[src/rtl/wisc_pkg.sv]
// Shared definitions for the flag/branch unit: ALU opcodes, branch
// condition codes, flag bit positions and the per-opcode flag write mask.
package wisc_pkg;

    // ALU opcodes
    localparam logic [2:0] OP_ADD    = 3'b000;
    localparam logic [2:0] OP_SUB    = 3'b001;
    localparam logic [2:0] OP_XOR    = 3'b010;
    localparam logic [2:0] OP_RED    = 3'b011;
    localparam logic [2:0] OP_SLL    = 3'b100;
    localparam logic [2:0] OP_SRA    = 3'b101;
    localparam logic [2:0] OP_ROR    = 3'b110;
    localparam logic [2:0] OP_PADSUB = 3'b111;

    // Branch condition codes
    localparam logic [2:0] COND_NE     = 3'b000;
    localparam logic [2:0] COND_EQ     = 3'b001;
    localparam logic [2:0] COND_GT     = 3'b010;
    localparam logic [2:0] COND_LT     = 3'b011;
    localparam logic [2:0] COND_GTE    = 3'b100;
    localparam logic [2:0] COND_LTE    = 3'b101;
    localparam logic [2:0] COND_OVFL   = 3'b110;
    localparam logic [2:0] COND_UNCOND = 3'b111;

    // Flag bit positions inside flags_t
    localparam int FLAG_Z = 2;
    localparam int FLAG_V = 1;
    localparam int FLAG_N = 0;

    typedef logic [2:0] flags_t;

    // Which flag bits an ALU opcode is allowed to update.
    function automatic flags_t flag_wmask(input logic [2:0] opcode);
        flags_t mask;
        case (opcode)
            OP_ADD, OP_SUB:                 mask = 3'b111;
            OP_XOR, OP_SLL, OP_SRA, OP_ROR: mask = 3'b100;
            default:                        mask = 3'b000;  // RED, PADSUB
        endcase
        return mask;
    endfunction

endpackage

[src/rtl/flag_branch_unit_if.sv]
// Branch request handshake between decode (master) and the flag/branch
// unit (slave). A request is accepted when br_valid & br_ready.
interface flag_branch_unit_if;
    logic        br_valid;
    logic        br_ready;
    logic [2:0]  br_cond;
    logic        br_is_reg;
    logic [15:0] br_pc_plus2;
    logic [8:0]  br_imm9;
    logic [15:0] br_reg;

    modport master (
        output br_valid, br_cond, br_is_reg, br_pc_plus2, br_imm9, br_reg,
        input  br_ready
    );

    modport slave (
        input  br_valid, br_cond, br_is_reg, br_pc_plus2, br_imm9, br_reg,
        output br_ready
    );
endinterface

[src/rtl/flag_branch_unit_cond.sv]
// Combinational branch condition evaluator: decides taken/not-taken for
// a 3-bit condition code against a set of {Z,V,N} flags.
module branch_cond_eval
    import wisc_pkg::*;
(
    input  logic [2:0] cond,
    input  flags_t     flags,
    output logic       taken
);

    logic z, v, n;
    assign z = flags[FLAG_Z];
    assign v = flags[FLAG_V];
    assign n = flags[FLAG_N];

    // Condition decode
    always_comb begin
        // NOTE: a default before the case keeps every path assigned, so no latch is inferred.
        taken = 1'b0;
        case (cond)
            COND_NE:     taken = !z;
            COND_EQ:     taken = z;
            COND_GT:     taken = !z && !n;
            COND_LT:     taken = n;
            COND_GTE:    taken = z || !n;
            COND_LTE:    taken = n || z;
            COND_OVFL:   taken = v;
            COND_UNCOND: taken = 1'b1;
            default:     taken = 1'b0;
        endcase
    end

endmodule

[src/rtl/flag_branch_unit.sv]
// Flag/branch unit: holds the architectural Z/V/N flags written by the
// EX-stage ALU, resolves branches against them and issues a one-cycle
// redirect followed by a counted flush.
// Optional feature: define FLAG_BYPASS_EN to forward a same-cycle EX flag
// write into branch evaluation instead of stalling the branch one cycle.
module flag_branch_unit
    import wisc_pkg::*;
#(
    parameter int     FLUSH_CYCLES = 2,
    parameter flags_t RESET_FLAGS  = 3'b000
) (
    input  logic                      clk,
    input  logic                      rst_n,
    input  logic                      ex_valid,
    input  logic [2:0]                ex_opcode,
    input  flags_t                    ex_flags,
    input  logic                      stall,
    flag_branch_unit_if.slave         br,
    output logic                      redirect_valid,
    output logic [15:0]               redirect_pc,
    output logic                      flush,
    output flags_t                    flags_q
);

    flags_t      wmask;
    flags_t      eff_flags;
    logic        hazard;
    logic        taken;
    logic        fire;
    logic [15:0] target;
    logic [2:0]  flush_cnt;

    assign wmask = ex_valid ? flag_wmask(ex_opcode) : 3'b000;

`ifdef FLAG_BYPASS_EN
    // Merge the in-flight EX flag write so the branch sees it this cycle.
    assign hazard    = 1'b0;
    assign eff_flags = (ex_flags & wmask) | (flags_q & ~wmask);
`else
    // Hold the branch off for one cycle while EX is writing flags.
    assign hazard    = (wmask != 3'b000);
    assign eff_flags = flags_q;
`endif

    branch_cond_eval u_cond (
        .cond  (br.br_cond),
        .flags (eff_flags),
        .taken (taken)
    );

    assign br.br_ready = !stall && (flush_cnt == 3'd0) && !hazard;
    assign fire        = br.br_valid && br.br_ready;

    // Sign-extended word offset, shifted to a byte offset; wraps at 16 bits.
    assign target = br.br_is_reg ? br.br_reg
                                 : br.br_pc_plus2 + {{6{br.br_imm9[8]}}, br.br_imm9, 1'b0};

    assign flush = (flush_cnt != 3'd0) || redirect_valid;

    // Architectural flag register, updated bitwise under the opcode mask
    always_ff @(posedge clk or negedge rst_n) begin
        if (!rst_n) begin
            flags_q <= RESET_FLAGS;
        end else if (!stall) begin
            // NOTE: sequential state uses non-blocking assignments so all registers update together at the edge.
            flags_q <= (ex_flags & wmask) | (flags_q & ~wmask);
        end
    end

    // Redirect pulse, target register and flush counter. The counter holds
    // during the redirect cycle so flush covers redirect + FLUSH_CYCLES.
    always_ff @(posedge clk or negedge rst_n) begin
        if (!rst_n) begin
            redirect_valid <= 1'b0;
            redirect_pc    <= 16'h0000;
            flush_cnt      <= 3'd0;
        end else begin
            redirect_valid <= fire && taken;
            if (fire && taken) begin
                redirect_pc <= target;
                flush_cnt   <= 3'(FLUSH_CYCLES);
            end else if (!redirect_valid && flush_cnt != 3'd0) begin
                flush_cnt <= flush_cnt - 3'd1;
            end
        end
    end

endmodule
[src/flat_wrapper.sv]
// flat-port wrapper written by rule: the top's interface ports become plain ports
module flag_branch_unit_flat import wisc_pkg::*;
#(
    parameter int     FLUSH_CYCLES = 2,
    parameter flags_t RESET_FLAGS  = 3'b000
)
  (clk, rst_n, ex_valid, ex_opcode, ex_flags, stall, redirect_valid, redirect_pc, flush, flags_q, br_br_valid, br_br_cond, br_br_is_reg, br_br_pc_plus2, br_br_imm9, br_br_reg, br_br_ready);
  flag_branch_unit_if br_i ();
  input  logic clk;
  input  logic rst_n;
  input  logic ex_valid;
  input  logic [2:0] ex_opcode;
  input  flags_t ex_flags;
  input  logic stall;
  output logic redirect_valid;
  output logic [15:0] redirect_pc;
  output logic flush;
  output flags_t flags_q;
  input wire logic [$bits(br_i.br_valid)-1:0] br_br_valid;
  input wire logic [$bits(br_i.br_cond)-1:0] br_br_cond;
  input wire logic [$bits(br_i.br_is_reg)-1:0] br_br_is_reg;
  input wire logic [$bits(br_i.br_pc_plus2)-1:0] br_br_pc_plus2;
  input wire logic [$bits(br_i.br_imm9)-1:0] br_br_imm9;
  input wire logic [$bits(br_i.br_reg)-1:0] br_br_reg;
  output wire logic [$bits(br_i.br_ready)-1:0] br_br_ready;
  assign br_i.br_valid = br_br_valid;
  assign br_i.br_cond = br_br_cond;
  assign br_i.br_is_reg = br_br_is_reg;
  assign br_i.br_pc_plus2 = br_br_pc_plus2;
  assign br_i.br_imm9 = br_br_imm9;
  assign br_i.br_reg = br_br_reg;
  assign br_br_ready = br_i.br_ready;
  flag_branch_unit #(.FLUSH_CYCLES(FLUSH_CYCLES), .RESET_FLAGS(RESET_FLAGS)) u_core (.clk(clk), .rst_n(rst_n), .ex_valid(ex_valid), .ex_opcode(ex_opcode), .ex_flags(ex_flags), .stall(stall), .br(br_i), .redirect_valid(redirect_valid), .redirect_pc(redirect_pc), .flush(flush), .flags_q(flags_q));
endmodule
[config.mk]
export PLATFORM = sky130hd
export DESIGN_NAME = flag_branch_unit_flat
export DESIGN_NICKNAME = d
export VERILOG_FILES = /design/src/rtl/wisc_pkg.sv /design/src/rtl/flag_branch_unit_if.sv /design/src/rtl/flag_branch_unit_cond.sv /design/src/rtl/flag_branch_unit.sv /design/src/flat_wrapper.sv
export SDC_FILE = /design/constraint.sdc
export NUM_CORES = 1
export LEC_CHECK = 0
export ABC_AREA = 1
export BUFFER_PORTS_ARGS = -buffer_cell sky130_fd_sc_hd__clkbuf_2
export CORE_UTILIZATION = 45
export DETAILED_ROUTE_END_ITERATION = 10
export PLACE_DENSITY_LB_ADDON = 0.2
export SYNTH_ARGS = -nofsm -noshare
export SYNTH_HDL_FRONTEND = slang
export SYNTH_HIERARCHICAL = 1
export SYNTH_SLANG_ARGS = --single-unit
[constraint.sdc]
create_clock -name clk -period 2.1 [get_ports clk]
set_input_delay 0.105 -clock clk [delete_from_list [all_inputs] [get_ports clk]]
set_output_delay 0.105 -clock clk [all_outputs]
set_load 0.02 [all_outputs]
* Word-level counts from Yosys, hierarchy flattened *
Index checks and enable logic that the tools add are counted.
W data, S select, Z words.

word-level totals
  ROM bits = 0
  memories kept = 0
  logic and storage cells = 50
  memory bits (writable) = 0
  bits in latches = 0
  register bits = 23
  output and inout bits = 22
  input bits = 56

cells by class
  bitwise logic cells = 4
  add/subtract/negate cells = 2
  multiplexer cells = 6
  multiply operators = 0
  $lt $le $gt $ge = 0
  div/mod/pow operators = 0
  equality and inequality tests = 12
  reductions and logical operators = 22
  shift-type cells = 0

operators by type and width
  cell                   count
  $eq A3 B3 Y1 const B   7
  $add A16 B16 Y16       1
  $mux W16               1
  $eq A3 B2 Y1 const B   3
  $logic_not A3 Y1       3
  $mux W3                3
  $pmux W1 S8            1
  $and A3 B3 Y3          2
  $eq A3 B1 Y1 const B   2
  $logic_and A1 B1 Y1    6
  $pmux W3 S2            1
  $reduce_bool A3 Y1     2
  $logic_not A1 Y1       5
  $reduce_or A4 Y1       1
  $logic_or A1 B1 Y1     3
  $not A3 Y3             1
  $or A3 B3 Y3           1
  $sub A3 B1 Y3 const B  1
  $reduce_bool A2 Y1     1
  $reduce_or A2 Y1       1

* Longest topological paths before layout *
  depth in word-level cells = 10
  mapped depth = 12
  gate-level depth less buffers = 12

* Modules after synthesis *
The synthesis kept the hierarchy.

by module, submodules not included
  module            seq. area each (µm²)  cells each  times used  area each (µm²)
  flag_branch_unit  575.6                 312         1           2024.4
  branch_cond_eval  0.0                   15          1           71.3

* Least setup slack after synthesis *
No wires, ideal clock.

  path kind = register to register
  start = register u_core.flush_cnt[0]
  end = register u_core.redirect_pc[0]
  stages on the path, launching flop included = 11
  setup time = 124 ps
  buffers on the path = 2
  required time = 1976 ps
  path slack = 580 ps
  arrival time = 1396 ps
  path through = dfrtp_1 inv_1 ha_1 ha_1 nand3b_1 inv_2 nand3_4 buf_6 buf_8 nand2_2 o31ai_2

on the way
  word-level cells in the longest chain between the ends = 5

RTL lines
  what                              RTL line                RTL
  start: declaration                flag_branch_unit.sv:31  logic [2:0] flush_cnt;
  start signal: assignment          flag_branch_unit.sv:81  flush_cnt <= 3'(FLUSH_CYCLES);
  start signal: assignment          flag_branch_unit.sv:83  flush_cnt <= flush_cnt - 3'd1;
  $logic_not A3 Y1                  flag_branch_unit.sv:51  assign br.br_ready = !stall && (flush_cnt == 3'd0) && !hazard;
  $logic_and A1 B1 Y1 (2 in a row)  flag_branch_unit.sv:51
  via br_br_ready                   flat_wrapper.sv:25      output wire logic [$bits(br_i.br_ready)-1:0] br_br_ready;
  $logic_and A1 B1 Y1               flag_branch_unit.sv:52  assign fire = br.br_valid && br.br_ready;
  $logic_and A1 B1 Y1               flag_branch_unit.sv:79  if (fire && taken) begin
  end signal: assignment            flag_branch_unit.sv:80  redirect_pc <= target;
  end: declaration                  flag_branch_unit.sv:20  output logic [15:0] redirect_pc,

The timed path passes the listed nets, and every way through them passes these cells.
A chain may end at the register's enable or synchronous reset.

* Final worst setup path *
  start = register u_core.flush_cnt[0]
  end = register u_core.redirect_pc[8]

on the way
  word-level cells in the longest chain between the ends = 5

RTL lines
  what                              RTL line
  $logic_not A3 Y1                  flag_branch_unit.sv:51
  $logic_and A1 B1 Y1 (2 in a row)  flag_branch_unit.sv:51
  $logic_and A1 B1 Y1               flag_branch_unit.sv:52
  $logic_and A1 B1 Y1               flag_branch_unit.sv:79

Every way passes these cells.

==> Implementation_results.wiki <==
{| class="wikitable"
! Metric !! Value
|-
| Final number of max-transition violations || 0
|-
| Main combinational cell family by area after synthesis || simple AND/OR/NAND/NOR gates
|-
| HPWL after detailed placement || 3.93 mm
|-
| Final total power || 0.00201 W
|-
| Final Hold Fails || 0
|-
| Tightest Hold Check Type || in -> reg
|-
| Warnings from Yosys || 6
|-
| Switching power || 0.000854 W
|-
| Fraction of layout instances using a drive strength above 1 || 23.8%
|-
| CP bufs+invs || 4
|-
| Clock-pin slew on the worst setup and hold paths || 0.08 ns
|-
| Number of enable-type register cells in the synthesized netlist || 0
|-
| Number of DRC violations after detailed-routing iteration 0 || 102
|-
| Final Wtd Congestion || 0.844
|-
| Die outline area || 0.00493 mm2
|-
| Antenna violations before repair || 0
|-
| Via count || 2172
|-
| Logic gate share of total power || 51.2%
|-
| Die width || 70.2 um
|-
| Post-Synth Simple-Gate Area || 37.0%
|-
| Share of total power in the clock network || 13.3%
|-
| Via count of the first global-routing pass || 1987
|-
| Pin count of the biggest net entering global routing || 24
|-
| Count of final setup violators || 0
|-
| Inserted Clock Buffers || 3
|-
| Worst slew slack as a fraction of its limit || 58.4%
|-
| Count of buffers from port buffering || 77
|-
| Data arrival time of the worst path || 1.84 ns
|-
| Post-Syn Area per Cell || 6.41 um2
|-
| Remaining routing DRC violations || 0
|-
| R2r startpoint || u_core/flush_cnt[0]
|-
| Status || complete, no violations
|-
| Via density per instance || 4.76
|-
| Destination of the worst register-to-register timing path || u_core/redirect_pc[8]
|-
| Largest stage delay on the critical path || 0.33 ns
|-
| Worst setup startpoint || u_core/flush_cnt[0]
|-
| CTS tree || yes
|-
| First-pass iteration count of the detailed router || 4
|-
| Post-synth design cell area || 0.00210 mm2
|-
| Power density relative to cell area || 787 mW/mm2
|-
| Most used flip-flop cell after synthesis || dfrtp_1
|-
| # clock sinks || 23
|-
| Cell types with the largest area share after synthesis || dfrtp_1, nand2_1, inv_1
|-
| CTS H-tree lvls || 1
|-
| Library cell with the largest summed area after synthesis || dfrtp_1
|-
| Final layout net count || 478
|-
| Root Buffer Master || clkbuf_8
|-
| Cells on worst reg2reg path || 10
|-
| Register bit total from synthesis || 23
|-
| CP Launch Type || flop
|-
| Routed wire per std cell || 10.3 um
|-
| Initial core utilization || 47.5%
|-
| Post-CTS setup-driven buffer insertion count || 0
|-
| Utilization of the core after routing || 57.9%
|-
| Final period utilization || 80.8%
|-
| Adder-Cell Fraction of Synth Area || 10.5%
|-
| GRT Util Overall || 20.0%
|-
| Area share of the leading cell type in the synthesized netlist || 27.5%
|-
| Worst Max-Slew Pin Slew || 0.624 ns
|-
| Wire length reported by the detailed router || 4.69 mm
|-
| Area delta synth->final || 21.9%
|-
| Commonest cells post-synth || nand2_1, inv_1, nor2_1
|-
| Max_cap viols || 0
|-
| Floorplan die height || 70.2 um
|-
| Crit path max-delay family || simple AND/OR/NAND/NOR gates
|-
| GRT overflow || 0
|-
| Number of unique standard cell types used by synthesis || 31
|-
| Remaining antenna violation count || 0
|-
| Post-synthesis sequential area ratio || 27.5%
|-
| Max IR drop VDD || 289 uV
|-
| Latest clock arrival within the worst-skew pair || 0.26 ns
|-
| Internal power || 0.00116 W
|-
| Antenna cells || 0
|-
| Worst path depth || 10
|-
| Num ports || 78
|-
| Setup TNS after final layout || 0 ns
|-
| Post-DP Area || 0.00250 mm2
|-
| Slack of the worst reg-to-reg path || 0.40 ns
|-
| XOR/XNOR Fraction of Synth Area || 1.25%
|-
| Category of the worst setup path capture point || flop
|-
| List of cells traversed by the critical path || inv_1 > ha_1 > ha_1 > nand3b_1 > inv_2 > nand3_4 > inv_2 > or2_2 > inv_1 > a21oi_1
|-
| Layout Skew || 0.00373 ns
|-
| First-pass GRT wire length || 8.09 mm
|-
| Endpoint of the worst setup timing path || u_core/redirect_pc[8]
|-
| Share of total power consumed by net switching || 42.5%
|-
| Sequential fraction of design power || 35.5%
|-
| Fraction of registers with async set or reset after synthesis || 100%
|-
| Design area || 0.00255 mm2
|-
| Worst-path fanout max || 18
|-
| Most frequent cell after synthesis || nand2_1
|-
| Static leakage power || 1.59 nW
|-
| Fraction of the mapped netlist area in compound gates || 9.67%
|-
| Mapped Cells || 327
|-
| Area of the core || 0.00441 mm2
|-
| Maximum frequency from static timing analysis || 0.589 GHz
|-
| Min Tclk post-route || 1.70 ns
|-
| Slowest cell on the critical path || dfrtp_1
|-
| Required @ worst endpoint || 2.24 ns
|-
| Setup repair after global routing missed its margin || false
|-
| Placement row count || 24
|-
| Type of the worst setup path || reg -> reg
|-
| Mapped Nets || 400
|-
| Buffer depth of the longest clock path || 2
|-
| Post-synthesis mux area share || 1.07%
|}
[power by group through the flow]
stage	clock, W	combinational [W]	sequential, W
2_1_floorplan	0	0.000536	0.000882
3_3_place_gp	0	0.00101	0.000718
3_5_place_dp	0	0.00103	0.000723
4_1_cts	0.000282	0.00104	0.000714
5_1_grt	0.000296	0.00116	0.000736
6_report	0.000268	0.00103	0.000712
[cell usage in the layout (no fill, tap or decap), types with 2 or more instances in the layout]
cell type    n
nand2_1    110
clkbuf_2    77
inv_1       56
nor2_1      32
nand3_1     25
dfrtp_1     23
ha_1        16
a21oi_1     15
o21ai_0     13
nand2_2      5
clkbuf_8     3
nand4_1      3
nand3b_1     2
inv_2        2
or2_1        2
a21boi_1     2
xor2_1       2
o31ai_2      2
mux2_2       2
[layout make-up]
class	count	area (um2)
Multi-Input combinational cell	240	1250
Clock buffer	4	45.0
Sequential cell	23	576
Fill cell	474	1860
Inverter	58	218
Tap cell	52	65.1
Timing Repair Buffer	79	403
[layer usage]
| layer | track usage, % | vias up | share of wire, % |
|---|---|---|---|
| met5 | 0 | - | 0 |
| met4 | 6.00 | 0 | 0.90 |
| met3 | 1.30 | 4 | 3.9 |
| met2 | 36.1 | 59 | 47 |
| met1 | 25.4 | 940 | 48 |
| li1 | - | 1169 | - |
[logic make-up after synthesis]
logic type                 Yosys count
AOI/OAI and AO/OA                   35
xor gates and xnor gates             3
adders and majority gates           17
buffers and inverters               64
DFF                                 23
muxes                                2
and+or+nand+nor                    183
[repair_timing]
action	in CTS	in global routing
hold buffers	1	0
setup endpoints to repair	0	0
hold endpoints to repair	23	0
gates resized for setup	0	0
[per-stage QoR]
stage	setup WS, ns	hold slack, ns	std cells
floorplan	0.580	-0.191	327
CTS	0.399	0.0667	456
detailed placement	0.415	0.128	451
finish	0.403	0.0739	456
global placement	0.456	0.127	451
global route	0.233	0.0688	456
[worst reg2reg max path, stage by stage, from the launching register on]
cell and delay, ns:
dfrtp_1 0.33, inv_1 0.06, ha_1 0.19, ha_1 0.21
nand3b_1 0.11, inv_2 0.06, nand3_4 0.16, inv_2 0.09
or2_2 0.28, inv_1 0.05, a21oi_1 0.03
[how the worst min path moves through the flow]
| stage | from | end | slack, ns | cells past startpoint |
|---|---|---|---|---|
| 2_1_floorplan | rst_n | async pin | -0.19 | 0 |
| 3_5_place_dp | rst_n | async pin | 0.13 | 1 |
| 5_1_grt | ex_flags[1] | flop | 0.07 | 2 |
| 4_1_cts | ex_flags[2] | flop | 0.07 | 3 |
| 6_report | ex_flags[1] | flop | 0.07 | 2 |
| 3_3_place_gp | rst_n | async pin | 0.13 | 1 |
Note: power is estimated with default switching activity, not from simulation.
